### src/rtl/cache_ctrl_pkg.sv
// Shared types for the N-way cache controller: FSM states,
// counter width and a lowest-set-bit priority encoder.
package cache_ctrl_pkg;

  typedef enum logic [3:0] {
    IDLE,
    COMPARE,
    WRITE_BACK,
    ALLOC_TAG,
    ALLOC_FILL,
    FL_READ,
    FL_CHECK,
    FL_WB,
    FL_DONE
  } state_e;

  localparam int PERF_CNT_W = 32;
  localparam int MAX_WAYS   = 64;

  // Index of the lowest set bit; 0 when the vector is empty.
  function automatic int unsigned onehot_to_idx(
    input logic [MAX_WAYS-1:0] v
  );
    onehot_to_idx = 0;
    for (int i = MAX_WAYS - 1; i >= 0; i--) begin
      if (v[i]) onehot_to_idx = i;
    end
  endfunction

endpackage

### src/rtl/cache_flush_walker.sv
// Set/way cursor for the clean-all flush walk.
// clr_i zeroes, inc_i steps way (carrying into set); wraps flag ends.
module cache_flush_walker
  import cache_ctrl_pkg::*;
#(
  parameter  int NUM_WAYS = 8,
  parameter  int SET_W    = 3,
  localparam int WAY_W    = $clog2(NUM_WAYS)
) (
  input  logic             clk,
  input  logic             rst_n,
  input  logic             clr_i,
  input  logic             inc_i,
  output logic [SET_W-1:0] set_o,
  output logic [WAY_W-1:0] way_o,
  output logic             way_wrap_o,
  output logic             set_wrap_o
);

  logic [SET_W-1:0] set_q;
  logic [WAY_W-1:0] way_q;

  assign set_o      = set_q;
  assign way_o      = way_q;
  assign way_wrap_o = &way_q;
  assign set_wrap_o = &set_q;

  // Both counters are powers of two, so plain
  // increment wraps them back to zero after the last set.
  always_ff @(posedge clk or negedge rst_n) begin
    if (!rst_n) begin
      set_q <= '0;
      way_q <= '0;
    end else if (clr_i) begin
      set_q <= '0;
      way_q <= '0;
    end else if (inc_i) begin
      way_q <= way_q + 1'b1;
      if (way_wrap_o) set_q <= set_q + 1'b1;
    end
  end

endmodule

### src/rtl/nway_cache_control.sv
// nway_cache_control: control FSM of an N-way set-associative
// write-back, write-allocate cache with a clean-all flush walk.
// Ports: mem_* upstream handshake, pmem_* lower-level handshake,
// flush_* flush control/cursor, way_hit/valid/dirty/plru in from
// the datapath, tag/valid/dirty/data/lru strobes out to the arrays.
// Build option CACHE_PERF_CNT_EN adds hit/miss/writeback counters.
module nway_cache_control
  import cache_ctrl_pkg::*;
#(
  parameter  int NUM_WAYS = 8,
  parameter  int SET_W    = 3,
  localparam int WAY_W    = $clog2(NUM_WAYS)
) (
  input  logic                clk,
  input  logic                rst_n,
  input  logic                mem_read_i,
  input  logic                mem_write_i,
  output logic                mem_resp_o,
  input  logic                flush_req_i,
  output logic                flush_done_o,
  output logic                flush_active_o,
  output logic [SET_W-1:0]    flush_set_o,
  output logic                pmem_read_o,
  output logic                pmem_write_o,
  input  logic                pmem_resp_i,
  output logic                pmem_addr_sel_o,
  input  logic [NUM_WAYS-1:0] way_hit_i,
  input  logic [NUM_WAYS-1:0] valid_out_i,
  input  logic [NUM_WAYS-1:0] dirty_out_i,
  input  logic [WAY_W-1:0]    plru_way_i,
  output logic [NUM_WAYS-1:0] tag_load_o,
  output logic                valid_load_o,
  output logic                dirty_load_o,
  output logic [NUM_WAYS-1:0] valid_in_o,
  output logic [NUM_WAYS-1:0] dirty_in_o,
  output logic                lru_load_o,
  output logic [WAY_W-1:0]    mru_o,
  output logic [WAY_W-1:0]    way_sel_o,
  output logic                way_data_in_sel_o,
  output logic [NUM_WAYS-1:0] data_write_en_o
`ifdef CACHE_PERF_CNT_EN
  ,
  output logic [PERF_CNT_W-1:0] hit_count_o,
  output logic [PERF_CNT_W-1:0] miss_count_o,
  output logic [PERF_CNT_W-1:0] wb_count_o
`endif
);

  state_e state_q, state_d, adv_st;
  logic [WAY_W-1:0] victim_q, victim_d;
  logic [WAY_W-1:0] hit_idx, way_cnt;
  logic [NUM_WAYS-1:0] vic_oh;
  logic req_rd, req_wr, req_one, hit;
  logic vic_dirty, cnt_dirty;
  logic way_wrap, set_wrap;
  logic walk_inc, walk_clr;

  assign req_rd  = mem_read_i & ~mem_write_i;
  assign req_wr  = mem_write_i & ~mem_read_i;
  assign req_one = req_rd | req_wr;
  assign hit     = |way_hit_i;
  assign hit_idx =
    WAY_W'(onehot_to_idx(MAX_WAYS'(way_hit_i)));
  assign vic_oh  = NUM_WAYS'(1) << victim_q;

  assign vic_dirty = valid_out_i[plru_way_i]
                   & dirty_out_i[plru_way_i];
  assign cnt_dirty = valid_out_i[way_cnt]
                   & dirty_out_i[way_cnt];

  cache_flush_walker #(
    .NUM_WAYS (NUM_WAYS),
    .SET_W    (SET_W)
  ) u_walk (
    .clk        (clk),
    .rst_n      (rst_n),
    .clr_i      (walk_clr),
    .inc_i      (walk_inc),
    .set_o      (flush_set_o),
    .way_o      (way_cnt),
    .way_wrap_o (way_wrap),
    .set_wrap_o (set_wrap)
  );

  always_ff @(posedge clk or negedge rst_n) begin
    if (!rst_n) begin
      state_q  <= IDLE;
      victim_q <= '0;
    end else begin
      state_q  <= state_d;
      victim_q <= victim_d;
    end
  end

  always_comb begin
    state_d           = state_q;
    victim_d          = victim_q;
    mem_resp_o        = 1'b0;
    flush_done_o      = 1'b0;
    pmem_read_o       = 1'b0;
    pmem_write_o      = 1'b0;
    pmem_addr_sel_o   = 1'b0;
    tag_load_o        = '0;
    valid_load_o      = 1'b0;
    dirty_load_o      = 1'b0;
    valid_in_o        = valid_out_i;
    dirty_in_o        = dirty_out_i;
    lru_load_o        = 1'b0;
    mru_o             = hit_idx;
    way_sel_o         = hit_idx;
    way_data_in_sel_o = 1'b0;
    data_write_en_o   = '0;
    walk_inc          = 1'b0;
    walk_clr          = 1'b0;
    // Where the walk goes once the current way is done.
    adv_st = way_wrap ? (set_wrap ? FL_DONE : FL_READ)
                      : FL_CHECK;

    unique case (state_q)
      IDLE: begin
        if (flush_req_i && !(mem_read_i || mem_write_i)) begin
          state_d  = FL_READ;
          walk_clr = 1'b1;
        end else begin
          state_d = COMPARE;
        end
      end
      COMPARE: begin
        if (!req_one) begin
          state_d = IDLE;
        end else if (hit) begin
          mem_resp_o = 1'b1;
          lru_load_o = 1'b1;
          if (req_wr) begin
            dirty_load_o          = 1'b1;
            dirty_in_o[hit_idx]   = 1'b1;
            data_write_en_o       = way_hit_i;
            way_data_in_sel_o     = 1'b1;
          end
          state_d = IDLE;
        end else begin
          victim_d = plru_way_i;
          state_d  = vic_dirty ? WRITE_BACK : ALLOC_TAG;
        end
      end
      WRITE_BACK: begin
        pmem_write_o    = 1'b1;
        pmem_addr_sel_o = 1'b1;
        way_sel_o       = victim_q;
        if (pmem_resp_i) state_d = ALLOC_TAG;
      end
      ALLOC_TAG: begin
        tag_load_o           = vic_oh;
        valid_load_o         = 1'b1;
        dirty_load_o         = 1'b1;
        valid_in_o[victim_q] = 1'b1;
        dirty_in_o[victim_q] = 1'b0;
        lru_load_o           = 1'b1;
        mru_o                = victim_q;
        state_d              = ALLOC_FILL;
      end
      ALLOC_FILL: begin
        // Return to IDLE so the request re-compares and hits.
        pmem_read_o     = 1'b1;
        data_write_en_o = vic_oh;
        if (pmem_resp_i) state_d = IDLE;
      end
      FL_READ: begin
        state_d = FL_CHECK;
      end
      FL_CHECK: begin
        if (cnt_dirty) begin
          state_d = FL_WB;
        end else begin
          walk_inc = 1'b1;
          state_d  = adv_st;
        end
      end
      FL_WB: begin
        pmem_write_o    = 1'b1;
        pmem_addr_sel_o = 1'b1;
        way_sel_o       = way_cnt;
        if (pmem_resp_i) begin
          dirty_load_o        = 1'b1;
          dirty_in_o[way_cnt] = 1'b0;
          walk_inc            = 1'b1;
          state_d             = adv_st;
        end
      end
      FL_DONE: begin
        flush_done_o = 1'b1;
        state_d      = IDLE;
      end
      default: state_d = IDLE;
    endcase
  end

  assign flush_active_o = (state_q == FL_READ)
                        | (state_q == FL_CHECK)
                        | (state_q == FL_WB)
                        | (state_q == FL_DONE);

  // Multi-hot tags point at datapath corruption; lowest way wins.
  mh_hit_a: assert property (
    @(posedge clk) disable iff (!rst_n)
    (state_q == COMPARE) |-> $onehot0(way_hit_i)
  );

`ifdef CACHE_PERF_CNT_EN
  logic hit_ev, miss_ev, wb_ev;
  logic [PERF_CNT_W-1:0] hit_cnt_q, miss_cnt_q, wb_cnt_q;

  assign hit_ev  = (state_q == COMPARE) & req_one & hit;
  assign miss_ev = (state_q == COMPARE) & req_one & ~hit;
  assign wb_ev   = ((state_q == WRITE_BACK)
                 | (state_q == FL_WB)) & pmem_resp_i;

  assign hit_count_o  = hit_cnt_q;
  assign miss_count_o = miss_cnt_q;
  assign wb_count_o   = wb_cnt_q;

  always_ff @(posedge clk or negedge rst_n) begin
    if (!rst_n) begin
      hit_cnt_q  <= '0;
      miss_cnt_q <= '0;
      wb_cnt_q   <= '0;
    end else begin
      if (hit_ev && !(&hit_cnt_q))
        hit_cnt_q <= hit_cnt_q + 1'b1;
      if (miss_ev && !(&miss_cnt_q))
        miss_cnt_q <= miss_cnt_q + 1'b1;
      if (wb_ev && !(&wb_cnt_q))
        wb_cnt_q <= wb_cnt_q + 1'b1;
    end
  end
`endif

endmodule
### config.mk
export PLATFORM = sky130hd
export DESIGN_NAME = nway_cache_control
export DESIGN_NICKNAME = d
export VERILOG_FILES = /design/src/rtl/cache_ctrl_pkg.sv /design/src/rtl/cache_flush_walker.sv /design/src/rtl/nway_cache_control.sv
export SDC_FILE = /design/constraint.sdc
export NUM_CORES = 1
export LEC_CHECK = 0
export ABC_AREA = 0
export BUFFER_PORTS_ARGS = -buffer_cell sky130_fd_sc_hd__buf_4
export CAP_MARGIN = 10
export CORE_MARGIN = 8
export CORE_UTILIZATION = 25
export DETAILED_ROUTE_END_ITERATION = 6
export HOLD_SLACK_MARGIN = 0.05
export PLACE_DENSITY_LB_ADDON = 0.25
export SLEW_MARGIN = 30
export SYNTH_ARGS = -nofsm -noshare
export SYNTH_HDL_FRONTEND = slang
export SYNTH_SLANG_ARGS = --single-unit
export TNS_END_PERCENT = 50
### constraint.sdc
create_clock -name clk -period 2.35 [get_ports clk]
set_clock_uncertainty 0.1 [all_clocks]
set_input_delay 0.47 -clock clk [delete_from_list [all_inputs] [get_ports clk]]
set_output_delay 0.47 -clock clk [all_outputs]
set_load 0.02 [all_outputs]
==> key figures, run 1 <==
Timing
  – Final period utilization: 103%
  – Worst hold margin: 0.382 ns
  – Final min period: 2.42 ns
  – Fmax: 414 MHz
  – Setup WS post-layout: -0.0676 ns
  – Slew margin rel.: roughly three fifths
  – Final setup fails: 11
  – Actual slew at the worst max-slew pin: around 0.57 ns
  – Max Slew Vio Count: 0
  – RSZ-0062 raised after global routing: true
  – Hold Violations, Final: 0

Global routing
  – First-pass GRT wire length: roughly 11000 µm
  – Vias in the first global route: 2191
  – Total gr overflow: 0
  – Initial antenna violation count: 0
  – Largest net degree at the start of global routing: 14
  – GRT Overall Usage: between 10% and 20%

Drt
  – Vias post-DR: a little over 2k
  – Drt total wl: approximately 6700 µm
  – DRT antenna net count: 0
  – WL per Instance: 16.3 µm
  – DR pass1 iterations: 4
  – Vias/cell: 5.04
  – Post-route DRC violation count: 0
  – Starting DRT DRC Count: 78

Finish
  – Leading cell type in the layout, fill and taps excluded: buf_4
  – Most frequent cells in the layout: buf_4, nand2_1, inv_1
  – Layout cells sized above 1: 47.6%
  – Final #Nets: between 300 and 400
  – # diodes: 0
  – Final Cell Area: 2780 µm²
  – Final std cells w/o fill: 412
  – Layout area overhead: 63.9%

Die
  – Io pins: 84
  – DIE AREA: about 9700 µm²
  – Initial Util: 25.4%
  – Area of the core: 6680 µm²
  – Die H: 98.4 µm
  – Die Width: roughly 98 µm
  – Rows: 30

CTS
  – Clk sinks: 13
  – Clk slew on worst S/H paths: 0.06 ns
  – Worst skew pair latency: about 0.24 ns
  – CTS buffer count: 3
  – Root buffer cell: clkbuf_8
  – CTS tree: yes
  – Clock Path Buffers: 2
  – # H-tree levels: 1

Status
  – Status: finished with violations
  – Violated checks: setup timing

Power and ir drop
  – Pwr Total: ~1.8 mW
  – Worst vdd ir: 326 µV
  – LEAKAGE: 1.29 nW
  – Pwr Density: 647 nW/µm²

Synth
  – Post-synthesis sequential area ratio: 19.2%
  – Cell area after synthesis: 1700 µm²
  – Mapped Nets: 271
  – Count of mapped cells out of synthesis: 232
  – Post-synth EDFFs: 0
  – Unique masters post-synth: 52
  – Synth warnings: 0
  – Top_reg_cell synth: dfrtp_1
  – Async set or reset register ratio after synthesis: 100%
  – Syn Area/Cell: 7.31 µm²
  – #FFs+latches synth: 13

Worst setup path
  – Crit Path Max Fanout: 7
  – CP endpoint kind: primary output
  – Setup crit start kind: flip-flop
  – Critical path class: flip-flop to primary output
  – Crit path DAT: 1.85 ns
  – Critical Path RT: roughly 1.8 ns

Placed design
  – Dpl ws: 0.0443 ns
  – Final Wtd Congestion: 0.862
  – I/O Buffers: 83
  – Placed instance area: 2520 µm²
  – DP HPWL: 5590 µm
  – Dpl cells: 403

Run
  – Max Cap Viol: 0

Hold path
  – Min-Delay Path Class: input port to flip-flop
cell type report:
class	instances	area, µm²
Sequential cell	13	328
Multi-Input combinational cell	190	1380
Clock inverter	1	5.00
Timing Repair Buffer	109	862
Tap cell	80	100
Clock buffer	3	41.3
Fill cell	698	3900
Inverter	16	60.1
through the flow:
stage,utilization [%],setup TNS [ns]
after floorplan,-,-0.0254
after detailed placement,37.7,0
after CTS,39.7,-0.0498
after global placement,37.7,0
after global routing,41.6,-2.08
final,41.6,-0.508
flip-flops by register name, indices dropped and copies added (netlist names):
register / count
victim_q: 3
state_q: 4
u_walk.set_o: 3
u_walk.way_o: 3
kinds of logic after synthesis:
family / Yosys count / share of synthesized area (%)
compound gates: 60 / 25.0
xor+xnor: 1 / 0.517
fa+ha+maj: 6 / 4.43
buf+inv: 29 / 8.19
flops: 13 / 19.2
mux: 11 / 8.34
simple gates: 112 / 34.3
layer usage:
layer / wire length (µm) / vias up / track usage [%]
li1: - / 1044 / -
met2: 3360 / 52 / 23.9
met5: 0 / - / 0
met4: 14 / 0 / 1.06
met1: 2970 / 978 / 16.4
met3: 373 / 2 / 2.77
worst max-delay path, cell delays in order (launching register included):
cell	delay (ns)
dfrtp_1	0.41
buf_6	0.14
nor4b_4	0.31
and3_4	0.25
buf_6	0.13
buf_6	0.10
nand2_2	0.04
o21ai_1	0.06
buf_4	0.16
power by group:
part | switching [mW] | internal [mW]
Sequential | 0.0903 | 0.276
Combinational | 0.669 | 0.562
Clock | 0.0842 | 0.117
Total | 0.843 | 0.956
timing repair:
action / CTS / global route
hold buffers: 1 / 0
endpoints found under the hold margin: 13 / 0
buffers inserted: 2 / 2
pin swaps: 1 / 8
endpoints found under the setup margin: 24 / 24
gates resized for setup: 17 / 35
worst paths after layout:
kind                                 start            endpoint  slack, ns  cells after the start
setup / recovery                state_q[3]  data_write_en_o[7]      -0.07                      8
hold / removal               plru_way_i[1]         victim_q[1]       0.38                      2
setup reg to reg           u_walk.way_o[2]          state_q[1]       0.22                      4
hold reg to reg            u_walk.set_o[0]     u_walk.set_o[0]       0.42                      1
max in group asynchronous            rst_n          state_q[1]       1.46                      2
min in group asynchronous            rst_n     u_walk.way_o[0]       0.51                      2
cell usage after synthesis (all sizes together) (3+ instances only):
cell | n | share of area [%]
buf | 8 | 3.5
nor4 | 4 | 1.5
inv | 16 | 3.5
o21ai | 22 | 6.5
o21bai | 3 | 1.3
or2 | 7 | 2.6
nand2b | 11 | 4.5
and3 | 3 | 1.1
dfrtp | 13 | 19
ha | 6 | 4.4
nor2 | 15 | 3.5
nor3 | 9 | 2.7
nor2b | 5 | 1.8
a22oi | 3 | 1.3
mux2i | 7 | 4.1
nand3 | 11 | 3.2
o211ai | 5 | 2.2
nand2 | 39 | 8.8
a21oi | 4 | 1.4
o31ai | 5 | 2.2
o311ai | 4 | 2.5
clkbuf | 5 | 1.1
(Power assumes the default switching activity.)
==> inputs of run 2 (changes only) <==
--- a/config.mk
+++ b/config.mk
@@ -9,7 +9,7 @@
 export BUFFER_PORTS_ARGS = -buffer_cell sky130_fd_sc_hd__buf_4
 export CAP_MARGIN = 10
 export CORE_MARGIN = 8
-export CORE_UTILIZATION = 25
+export CORE_UTILIZATION = 47
 export DETAILED_ROUTE_END_ITERATION = 6
 export HOLD_SLACK_MARGIN = 0.05
 export PLACE_DENSITY_LB_ADDON = 0.25
==> run 2 against run 1 <==
  * The run still ends with setup timing left
  * Register-to-register slack got worse by 0.07 ns
  * Utilization rose by 35 points
  * Non-clock buffer count fell by 3
  * Routed wire length fell by 3.4%
  * Die area fell by 40%
  * Clock power fell by 31%
  * Count of clock-buffer cells in the layout rose by 1
  * Fmax rose by 0.53%
  * Worst setup slack improved by 0.013 ns
  * Worst hold slack got worse by 0.034 ns
  * Critical endpoint is now dirty_in_o[7]
  * Highest routed layer unchanged
==> key figures, run 2 (synthesized netlist as in run 1, its figures left out) <==
Timing
  – Fmax: 416 MHz
  – Setup WS post-layout: -0.0548 ns
  – Hold Violations, Final: 0
  – Worst hold margin: approximately 0.35 ns
  – Slew margin rel.: 65.1%
  – RSZ-0062 raised after global routing: true
  – Total negative slack: -0.204 ns
  – Final min period: 2.40 ns
  – Final period utilization: 102%
  – Actual slew at the worst max-slew pin: 0.523 ns
  – Final setup fails: 6
  – Max Slew Vio Count: 0

Finish
  – # diodes: 0
  – Final #Nets: 369
  – Most frequent cells in the layout: buf_4, nand2_1, inv_1, o21ai_0, nor2_1
  – Multi-input gate area: 1410 µm²
  – Final std cells w/o fill: 377
  – Leading cell type in the layout, fill and taps excluded: buf_4
  – Register area: 330 µm²
  – Top reg by flops: state_q
  – Layout cells sized above 1: 48.9%
  – Fill cell instance count of the final layout: 263
  – Max FFs per register: 4
  – Layout area overhead: 60.1%

CTS
  – Clock Path Buffers: 2
  – # H-tree levels: 1
  – CTS buffer count: 3
  – Worst skew pair latency: 0.28 ns
  – Root buffer cell: clkbuf_4
  – Clk sinks: 13
  – CTS tree: yes
  – Clk slew on worst S/H paths: around 0.08 ns

Placed design
  – I/O Buffers: 83
  – DP HPWL: 5100 µm
  – Dpl ws: about 0.063 ns
  – Final Wtd Congestion: between 0.9 and 1
  – Dpl cells: approximately 370

Hold path
  – Min-Delay Path Class: input port to flip-flop
  – Min-delay src: plru_way_i[1]

Global routing
  – First-pass GRT wire length: 9950 µm
  – GRT Overall Usage: 19.8%
  – Vias in the first global route: 2059
  – Largest net degree at the start of global routing: 14
  – Total gr overflow: 0
  – Initial antenna violation count: 0

Worst setup path
  – Crit-path leading delay family: simple AND/OR/NAND/NOR gates
  – CP endpoint kind: primary output
  – Crit Path Max Fanout: 5
  – Critical Path RT: 1.78 ns
  – Worst r2r src: u_walk.way_o[2]
  – Crit path DAT: 1.83 ns
  – CP max stage delay: 0.45 ns
  – Worst path buffer plus inverter count: 1
  – Critical path class: flip-flop to primary output
  – Worst-path cell chain: and4bb_2, and2_4, nand3_4, o211ai_1, o31ai_2, buf_4
  – Setup crit start kind: flip-flop
  – Critical path launch point: state_q[3]
  – Worst path slowest cell: dfrtp_2

Drt
  – Vias/cell: 5.72
  – Starting DRT DRC Count: 141
  – Post-route DRC violation count: 0
  – DRT antenna net count: 0
  – WL per Instance: 17.2 µm
  – Vias post-DR: roughly 2.2k
  – DR pass1 iterations: 4
  – Drt total wl: 6490 µm

Status
  – Violated checks: setup timing
  – Status: finished with violations

Die
  – Die H: 76.1 µm
  – Rows: 22
  – Initial Util: 47.7%
  – DIE AREA: 5790 µm²
  – Io pins: 84
  – Area of the core: 3550 µm²
  – Die Width: 76.1 µm

Run
  – Max Cap Viol: 0

Power and ir drop
  – Pwr Density: 642 nW/µm²
  – Worst vdd ir: 454 µV
  – LEAKAGE: 1.28 nW
  – Pwr Total: 1.74 mW
## run 2: cell types whose count changed in the layout (fill, tap and decap cells not counted), moves of 2 or more
cell      delta
nand3_1      -3
nand2_4      +2
nand3_2      +2
clkbuf_4     +3
dfrtp_2      +2
buf_6        -4
dfrtp_1      -2
clkbuf_8     -3
o21ai_1      -2
## run 2: worst paths after layout
kind                                   end  slack [ns]  depth (start not counted)
max in group asynchronous       state_q[0]        1.51                          2
setup / recovery             dirty_in_o[7]       -0.05                          6
hold / removal                 victim_q[1]        0.35                          2
min in group asynchronous  u_walk.set_o[2]        0.46                          2
setup reg to reg                state_q[1]        0.15                          4
hold reg to reg            u_walk.set_o[0]        0.43                          1
## run 2: what timing repair did
action / CTS / global route
endpoints found under the setup margin: 22 / 24
setup buffers: 4 / 2
hold buffers: 1 / 0
gates resized for setup: 23 / 30
endpoints found under the hold margin: 13 / 0
pin swaps: 4 / 14
## run 2: layout make-up
cell class | instances | share of cell area, %
inverters | 16 | 2.21
well taps | 48 | 2.21
multi-input cells | 190 | 52.1
repair buffers | 106 | 30.4
flip-flops and latches | 13 | 12.2
clock buffers | 4 | 0.968
## run 2: worst reg2reg max path: cells and delay by family, from the launching register on
family	cells	cell delay, ns
compound gates	1	0.22
mux	2	1.00
flops	1	0.67
simple gates	1	0.11
## run 2: per-stage QoR
stage | instance area, µm² | utilization (%)
after floorplan | 1720 | -
after global placement | 2440 | 68.8
after detailed placement | 2440 | 68.8
after CTS | 2580 | 72.8
after global routing | 2720 | 76.5
final | 2720 | 76.5
## run 2: metal layers
metal / routed length, µm / track usage, % / part of all wire, %
met1: 2670 / 24.4 / 41
met4: 60 / 4.04 / 0.92
met5: 0 / 0 / 0
met3: 456 / 3.54 / 7.0
met2: 3300 / 34.8 / 51
## run 2: report_power, final
group,switching [mW],total [mW],internal (mW),leakage (nW)
sequential,0.0916,0.369,0.278,0.168
combinational,0.681,1.24,0.555,1.10
clock,0.0722,0.138,0.0658,0.0150
==> inputs of run 3 (changes only) <==
--- a/config.mk
+++ b/config.mk
@@ -8,11 +8,13 @@
 export ABC_AREA = 0
 export BUFFER_PORTS_ARGS = -buffer_cell sky130_fd_sc_hd__buf_4
 export CAP_MARGIN = 10
+export CELL_PAD_IN_SITES_DETAIL_PLACEMENT = 1
+export CELL_PAD_IN_SITES_GLOBAL_PLACEMENT = 1
 export CORE_MARGIN = 8
-export CORE_UTILIZATION = 47
+export CORE_UTILIZATION = 32
 export DETAILED_ROUTE_END_ITERATION = 6
 export HOLD_SLACK_MARGIN = 0.05
-export PLACE_DENSITY_LB_ADDON = 0.25
+export PLACE_DENSITY_LB_ADDON = 0.12
 export SLEW_MARGIN = 30
 export SYNTH_ARGS = -nofsm -noshare
 export SYNTH_HDL_FRONTEND = slang
==> run 3 against run 2 <==
  * Sequential cell count did not move
  * The flow still finishes with violations (setup timing)
  * Largest power group unchanged
  * Final cell count rose by 7.7%
  * Global-route usage fell by 0.42 points
  * Worst hold slack improved by 0.032 ns
==> key figures, run 3 (synthesized netlist as in run 1, its figures left out) <==
Status
  – Status: finished with violations
  – Violated checks: setup timing

CTS
  – Clk slew on worst S/H paths: 0.06 ns
  – Worst skew pair latency: about 0.24 ns
  – Clock Path Buffers: 2
  – CTS buffer count: 3
  – CTS tree: yes
  – Root buffer cell: clkbuf_8
  – # H-tree levels: 1
  – Clk sinks: 13

Die
  – Die H: 88.8 µm
  – Io pins: 84
  – Initial Util: 33.2%
  – Area of the core: about 5100 µm²
  – Rows: 26
  – Die Width: 88.8 µm
  – DIE AREA: 7880 µm²

Power and ir drop
  – Internal power: 1.02 mW
  – Share of total power in sequential cells: 19.0%
  – NetSw: about 950 µW
  – Worst vdd ir: 421 µV
  – Combinational power share: 70.5%
  – Pwr Density: 687 nW/µm²
  – LEAKAGE: around 1.3 nW
  – Clk pwr share: a little over a tenth
  – Sw Share: between 40% and 50%

Drt
  – Starting DRT DRC Count: 72
  – Drt total wl: 7980 µm
  – WL per Instance: 19.6 µm
  – Post-route DRC violation count: 0
  – Vias/cell: 5.43
  – DR pass1 iterations: 4
  – Vias post-DR: 2203
  – DRT antenna net count: 0

Global routing
  – Initial antenna violation count: 0
  – GRT Overall Usage: 19.4%
  – Vias in the first global route: about 2.2k
  – First-pass GRT wire length: 11900 µm
  – Largest net degree at the start of global routing: 14
  – Total gr overflow: 0

Placed design
  – DP HPWL: 6290 µm
  – Final Wtd Congestion: 0.881
  – Dpl cells: 397
  – Placed instance area: about 2500 µm²
  – Dpl ws: 0.0223 ns
  – I/O Buffers: 83

Hold path
  – Hold depth: 2
  – Hold Path Sink: victim_q[1]
  – Min-delay src: plru_way_i[1]
  – Min-Delay Path Class: input port to flip-flop

Timing
  – Final min period: 2.40 ns
  – Setup WS post-layout: -0.0549 ns
  – Slew margin rel.: between 60% and 70%
  – Hold Violations, Final: 0
  – Max Slew Vio Count: 0
  – RSZ-0062 raised after global routing: true
  – Final period utilization: 102%
  – Fmax: around 420 MHz
  – Total negative slack: -0.405 ns
  – Final setup fails: 13
  – Actual slew at the worst max-slew pin: 0.481 ns

Finish
  – Final Cell Area: 2860 µm²
  – Top reg by flops: state_q
  – Register area: 329 µm²
  – Max FFs per register: 4
  – Leading cell type in the layout, fill and taps excluded: buf_4
  – # diodes: 0
  – Most frequent cells in the layout: buf_4, nand2_1, inv_1
  – Multi-input gate area: 1450 µm²
  – Final std cells w/o fill: between 400 and 500
  – Layout cells sized above 1: about half
  – Finished Core Util: 56.1%
  – Layout area overhead: 68.9%
  – Final #Nets: 376
  – Fill cell instance count of the final layout: 656

Worst setup path
  – Crit path DAT: 1.83 ns
  – Critical Path RT: 1.78 ns
  – R2R Setup Slk: 0.19 ns
  – Setup crit start kind: flip-flop
  – Worst r2r src: u_walk.way_o[2]
  – Critical path class: flip-flop to primary output
  – CP endpoint kind: primary output
  – Crit Path Max Fanout: 4
  – Worst r2r path cells: 4
  – Worst r2r dst: state_q[1]

Run
  – Max Cap Viol: 0
run 3: metal layers:
| metal | track usage (%) | share of wire [%] | vias up |
|---|---|---|---|
| met5 | 0 | 0 | - |
| met4 | 4.15 | 1.2 | 0 |
| met3 | 2.69 | 5.9 | 8 |
| met2 | 36.4 | 52 | 61 |
| met1 | 22.3 | 41 | 1089 |
| li1 | - | - | 1045 |
run 3: layout make-up:
type,instances,area share (%)
sequential,13,11.5
inverter,16,2.10
clock buffer,4,1.57
timing repair buffer,113,31.1
tap,70,3.06
multi-input combinational,190,50.6
run 3: how the worst max path moves through the flow:
stage	start	to	slack [ns]	cells after the start
global placement	state_q[1]	dirty_in_o[0]	0.07	7
detailed placement	way_hit_i[4]	lru_load_o	0.02	6
finish	state_q[3]	dirty_in_o[6]	-0.05	7
global route	state_q[3]	dirty_in_o[1]	-0.11	7
CTS	state_q[2]	dirty_in_o[1]	-0.06	7
floorplan	state_q[1]	data_write_en_o[1]	-0.02	5
run 3: repair_timing:
item / CTS / global route
pin swaps: 12 / 9
buffers inserted: 5 / 0
hold buffers: 1 / 0
setup endpoints to repair: 21 / 27
resized for setup: 30 / 35
hold endpoints to repair: 13 / 0
run 3: power by group through the flow:
stage | Clock [mW] | Combinational [mW] | Sequential [mW]
after floorplan | 0 | 0.740 | 0.328
after global placement | 0 | 1.17 | 0.354
after detailed placement | 0 | 1.20 | 0.359
after CTS | 0.208 | 1.32 | 0.365
after global routing | 0.223 | 1.49 | 0.381
final | 0.206 | 1.39 | 0.374
run 3: worst max-delay path, cell delays in order, from the launching register on:
cell and delay [ns]:
dfrtp_1 0.41, buf_6 0.14, nor4b_4 0.33, and3_4 0.27, nand2_4 0.07, nor2_2 0.10, o2bb2ai_1 0.11, buf_4 0.16
run 3: stage by stage:
step | hold WS [ns] | total power [mW]
after global routing | 0.386 | 2.10
after global placement | 0.226 | 1.52
after detailed placement | 0.233 | 1.55
after CTS | 0.382 | 1.89
after floorplan | 0.0744 | 1.07
final | 0.381 | 1.97
